<file path="config.mk">
export PLATFORM = sky130hd
export DESIGN_NAME = div_ratio_monitor
export DESIGN_NICKNAME = d
export VERILOG_FILES = /design/src/rtl/div_ratio_monitor.sv
export SDC_FILE = /design/constraint.sdc
export NUM_CORES = 1
export LEC_CHECK = 0
export CORE_MARGIN = 2
export CORE_UTILIZATION = 40
export DETAILED_ROUTE_END_ITERATION = 6
export GPL_TIMING_DRIVEN = 0
export HOLD_SLACK_MARGIN = 0.02
export PLACE_DENSITY = 0.63
export RECOVER_POWER = 25
export SLEW_MARGIN = 20
export SYNTH_ARGS = -nofsm -noshare
export SYNTH_HDL_FRONTEND = slang
export SYNTH_SLANG_ARGS = --single-unit
</file>
<file path="constraint.sdc">
create_clock -name iClkIN -period 2.35 [get_ports iClkIN]
set_input_delay 0.3525 -clock iClkIN [delete_from_list [all_inputs] [get_ports iClkIN]]
set_output_delay 0.3525 -clock iClkIN [all_outputs]
set_load 0.05 [all_outputs]
</file>
<file path="src/rtl/div_ratio_monitor.sv">
// Measures period and high time of a divided clock in iClkIN cycles, classifies
// the division ratio, tracks lock over consecutive matching periods, and flags loss.
module div_ratio_monitor #(
  parameter int unsigned SYNC_STAGES = 2,
  parameter int unsigned LOCK_COUNT  = 4,
  parameter int unsigned TIMEOUT     = 64,
  parameter int unsigned CNT_W       = 7
) (
  input  logic             reset,
  input  logic             iClkIN,
  input  logic             iDivClk,
  output logic [CNT_W-1:0] oPeriod,
  output logic [2:0]       oRatio,
  output logic             oValid,
  output logic             oLocked,
  output logic             oLoss
);

  localparam int unsigned       MC_W    = 4;
  localparam logic [CNT_W-1:0]  CNT_MAX = '1;

  typedef enum logic [1:0] {IDLE, ARMED, TRACK, LOCKED} state_t;

  state_t                 state_q, state_nxt;
  logic [SYNC_STAGES-1:0] sync_q;
  logic                   sync_s, s_d;
  logic                   rise_c, timeout_c, same_c;
  logic [CNT_W-1:0]       pcnt, hcnt;
  logic [2:0]             code_c;
  logic [MC_W-1:0]        match_q, match_nxt, match_inc_c;
  logic [CNT_W-1:0]       period_nxt;
  logic [2:0]             ratio_nxt;
  logic                   valid_nxt, locked_nxt, loss_nxt;

  assign sync_s = sync_q[SYNC_STAGES-1];
  assign rise_c = sync_s & ~s_d;

  // Synchronizer chain plus one-cycle delay for edge detection
  always_ff @(posedge iClkIN or negedge reset) begin
    if (!reset) begin
      sync_q <= '0;
      s_d    <= 1'b0;
    end else begin
      sync_q <= {sync_q[SYNC_STAGES-2:0], iDivClk};
      s_d    <= sync_s;
    end
  end

  // Period and high-time counters; the rise cycle itself counts as cycle 1
  always_ff @(posedge iClkIN or negedge reset) begin
    if (!reset) begin
      pcnt <= '0;
      hcnt <= '0;
    end else if (rise_c) begin
      pcnt <= CNT_W'(1);
      hcnt <= CNT_W'(1);
    end else begin
      if (pcnt != CNT_MAX) pcnt <= pcnt + CNT_W'(1);
      if (sync_s && (hcnt != CNT_MAX)) hcnt <= hcnt + CNT_W'(1);
    end
  end

  // Ratio code for the period just completed; requires exact 50% duty
  always_comb begin
    code_c = 3'd0;
    if ({hcnt, 1'b0} == {1'b0, pcnt}) begin
      case (pcnt)
        CNT_W'(2):  code_c = 3'd1;
        CNT_W'(4):  code_c = 3'd2;
        CNT_W'(8):  code_c = 3'd3;
        CNT_W'(16): code_c = 3'd4;
        default:    code_c = 3'd0;
      endcase
    end
  end

  assign timeout_c   = (state_q != IDLE) && !rise_c && (pcnt == CNT_W'(TIMEOUT));
  assign same_c      = (code_c == oRatio) && ((state_q == TRACK) || (state_q == LOCKED));
  assign match_inc_c = (match_q >= MC_W'(LOCK_COUNT)) ? match_q : match_q + MC_W'(1);

  always_ff @(posedge iClkIN or negedge reset) begin
    if (!reset) state_q <= IDLE;
    else        state_q <= state_nxt;
  end

  always_comb begin
    state_nxt = state_q;
    if (timeout_c) begin
      state_nxt = IDLE;
    end else if (rise_c) begin
      if (state_q == IDLE)
        state_nxt = ARMED;
      else if (code_c == 3'd0)
        state_nxt = ARMED;
      else if (same_c)
        state_nxt = (match_inc_c >= MC_W'(LOCK_COUNT)) ? LOCKED : TRACK;
      else
        state_nxt = (LOCK_COUNT == 1) ? LOCKED : TRACK;
    end
  end

  // Next values of the registered outputs and match count
  always_comb begin
    period_nxt = oPeriod;
    ratio_nxt  = oRatio;
    valid_nxt  = 1'b0;
    locked_nxt = oLocked;
    loss_nxt   = oLoss;
    match_nxt  = match_q;
    if (timeout_c) begin
      loss_nxt   = 1'b1;
      locked_nxt = 1'b0;
      ratio_nxt  = 3'd0;
      match_nxt  = '0;
    end else if (rise_c) begin
      loss_nxt   = 1'b0;
      locked_nxt = (state_nxt == LOCKED);
      if (state_q != IDLE) begin
        period_nxt = pcnt;
        ratio_nxt  = code_c;
        valid_nxt  = 1'b1;
        if (code_c == 3'd0) match_nxt = '0;
        else if (same_c)    match_nxt = match_inc_c;
        else                match_nxt = MC_W'(1);
      end
    end
  end

  always_ff @(posedge iClkIN or negedge reset) begin
    if (!reset) begin
      oPeriod <= '0;
      oRatio  <= 3'd0;
      oValid  <= 1'b0;
      oLocked <= 1'b0;
      oLoss   <= 1'b0;
      match_q <= '0;
    end else begin
      oPeriod <= period_nxt;
      oRatio  <= ratio_nxt;
      oValid  <= valid_nxt;
      oLocked <= locked_nxt;
      oLoss   <= loss_nxt;
      match_q <= match_nxt;
    end
  end

endmodule

</file>
==> results of run 1 <==
==> registers in the layout (all words and copies together), names as in the netlist, 2 cells and up <==
register,cells
pcnt,7
oPeriod,7
oRatio,3
sync_q,2
match_q,4
hcnt,7
state_q,2
==> per-stage QoR <==
| step | util [%] | hold slack, ns | cells | setup slack, ns |
|---|---|---|---|---|
| 2_1_floorplan | - | 0.05691 | 185 | 0.3542 |
| 3_3_place_gp | 46.58 | 0.3329 | 252 | 0.07642 |
| 5_1_grt | 48.91 | 0.2925 | 261 | 0.02328 |
| 3_5_place_dp | 47.10 | 0.3381 | 253 | 0.1259 |
| 4_1_cts | 49.17 | 0.03005 | 261 | 0.1031 |
| 6_report | 48.91 | 0.1989 | 261 | 0.1896 |
==> area by class of cell <==
class	count	share of cell area [%]
clock buffer	8	4.230
timing repair buffer	16	6.933
inverter	5	0.8813
sequential	36	42.30
tap	52	3.055
buffer	6	1.704
multi-input combinational	138	40.89
==> per-layer routing <==
layer / up-vias / part of all wire, % / GRT usage [%]
li1: 687 / - / -
met1: 659 / 48 / 21.27
met2: 24 / 47 / 25.41
met3: 4 / 4.2 / 4.219
met4: 0 / 0.79 / 5.660
met5: - / 0 / 0
==> final timing paths <==
| check | cells past startpoint | from | end |
|---|---|---|---|
| min | 1 | reset | sync_q[0] |
| max | 6 | pcnt[6] | match_q[2] |
| min reg2reg | 0 | sync_q[0] | sync_q[1] |
| max in group asynchronous | 2 | reset | oValid |
| max reg2reg | 6 | pcnt[6] | match_q[2] |
| min in group iClkIN | 0 | sync_q[0] | sync_q[1] |
==> power by group through the flow <==
stage | combinational, mW | sequential (mW) | clock [mW]
after detailed placement | 0.632 | 0.794 | 0
after global placement | 0.623 | 0.793 | 0
after CTS | 0.636 | 0.782 | 0.469
after global routing | 0.706 | 0.795 | 0.492
after floorplan | 0.366 | 0.890 | 0
final | 0.635 | 0.782 | 0.453
==> layout by cell type (no fill, tap or decap), types with 2 or more instances in the layout <==
cell type        synthesis  final
dfrtp_1                 36     36
nand2_1                 30     30
nor2_1                  22     22
clkdlybuf4s50_1          0     14
xnor2_1                  8      8
xor2_1                   7      7
o21ai_0                  6      6
a21oi_1                  6      6
clkbuf_1                 2      6
clkbuf_8                 0      6
inv_1                    5      5
nand4_1                  5      5
nand3_1                  4      4
ha_1                     5      4
nand2b_1                 3      3
nor4_1                   3      3
a31oi_1                  3      3
buf_2                    2      2
o31ai_1                  2      2
mux2i_1                  2      2
nor2b_1                  2      2
nor3_1                   3      2
a21o_1                   2      2
a22o_1                   2      2
o21ai_2                  2      2
and3_1                   2      2
==> worst register-to-register path, delay by kind of cell, from the launching register on <==
kind	cells	cell delay [ns]
AND/OR/NAND/NOR	5	1.53
flip-flops	1	0.45
AO/OA/AOI/OAI	1	0.06
==> cells by family after synthesis <==
family	count (synthesis)	share of synthesized area, %
adders and majority gates	5	3.451
xor gates and xnor gates	15	7.247
buffers and inverters	11	3.037
DFF	36	49.69
muxes	2	1.104
and+or+nand+nor	84	22.78
AOI/OAI and AO/OA	32	12.70
==> summary.md, run 1 <==
| Metric | Value |
|---|---|
| Status | complete, no violations |
| Final setup viols | 0 |
| CP top delay family | simple AND/OR/NAND/NOR gates |
| Initial antenna violation count | 0 |
| Synth top area share | 49.69% |
| H-tree depth | 2 |
| CP bufs+invs | 0 |
| Biggest area consumer among synthesized cells | dfrtp_1 |
| Wirelength, routed | 3534 um |
| Fmax | 462.9 MHz |
| Worst hold path type | in2async |
| Post-synth ARST share | 100.0% |
| Fraction of power consumed by sequential logic | 41.8% |
| Max cap viols | 0 |
| Headroom to the max-slew limit | 34.57% |
| Multi-input logic area | 870.8 um^2 |
| Power density cells | 878.1 mW/mm^2 |
| Die W | 71.33 um |
| Commonest cells in the netlist | dfrtp_1 (36), nand2_1 (30), nor2_1 (22) |
| RSZ-0062 raised after global routing | false |
| Clock Skew | 0.002540 ns |
| Internal power | 1.183 mW |
| GPL Wtd Cong | 0.7891 |
| Root Buffer | clkbuf_8 |
| Sequence of cells on the critical path | nor4_2 > nand4_2 > or4_2 > nand3_1 > or3_4 > a2bb2oi_2 |
| Critical Path RT | 2.51 ns |
| Area Overhead vs Synth | 17.46% |
| Vias in the first global route | 1364 |
| Switching Fraction | 36.73% |
| Top-count cell post-synth | dfrtp_1 |
| Worst endpoint data arrival time | 2.32 ns |
| FF+latch count, synth | 36 |
| CP endpoint kind | flip-flop |
| Avg Cell Area, Syn | 9.800 um^2 |
| Clk pwr share | 24.2% |
| DIE HEIGHT | 71.33 um |
| Final ANT Viol Nets | 0 |
| Seq/Total Area, Yosys | 49.69% |
| Slowest CP cell | or4_2 |
| First-iteration detailed-routing DRC count | 68 |
| Synth top area cells | dfrtp_1 (50%), nand2_1 (6.2%), nor2_1 (4.6%) |
| Post-placement cell area | 0.002051 mm^2 |
| Ys flop type | dfrtp_1 |
| Fill cell count | 426 |
| Initial core utilization | 41.64% |
| Critical path launch point type | flip-flop |
| Overall power | 1.870 mW |
| Worst stage delay on the critical path | 0.64 ns |
| Max IR drop VDD | 0.0003735 V |
| I/O Pins | 16 |
| Core area | 0.004354 mm^2 |
| Global route overflow | 0 |
| Post-CTS Resized | 0 |
| Design Area, Final | 0.002130 mm^2 |
| Ratio of cells with drive above 1 in the final layout | 11.48% |
| Post-synthesis cell area | 0.001813 mm^2 |
| Row count | 24 |
| Total track usage | 16.02% |
| Fin crit share | 91.93% |
| DRC | 0 |
| Post-CTS setup buffer count | 0 |
| N_diodes | 0 |
| Number of synthesized flops with an enable pin | 0 |
| Syn Nets | 193 |
| Crit path kind | reg2reg |
| CTS clock-pin slew for the worst setup and hold paths | 0.07 ns |
| Total CTS buffers | 5 |
| Psw | 0.6868 mW |
| Leakage | 0.9444 nW |
| Final Hold Fails | 0 |
| Max clock buf depth | 2 |
| PortBufs | 15 |
| First-pass DRT Iterations | 4 |
| Vias/cell | 5.264 |
| Max-slew violation count | 0 |
| Clock Sinks | 36 |
| Largest net degree at the start of global routing | 20 |
| Synth warn | 0 |
| Tmin final | 2.160 ns |
| Clock latency at the later pin of the worst-skew pair | 0.29 ns |
| Reg area | 900.9 um^2 |
| Count of cell types in the netlist | 45 |
| R2R setup slack | 0.19 ns |
| CTS tree | yes |
| Die area | 0.005087 mm^2 |
| Post-Route Setup TNS | 0 ns |
| Nets | 216 |
| DP HPWL | 2547 um |
| Worst Tran Pin Value | 0.9815 ns |
| Global-route wire length before repair | 6396 um |
| Mean routed wirelength per cell | 13.54 um |
| Vias post-DR | 1374 |
| Post-Synthesis Cells | 185 |
| Comb pwr share | 34.0% |
| Worst Path Max Fanout | 5 |
| Hold_buf cts | 0 |
(Power assumes the default switching activity.)
==> inputs of run 2 (changes only) <==
Settings changed: CAP_MARGIN set to 20.
==> results of run 2 <==
The final DEF is identical to that of run 1; final timing and power are the same.
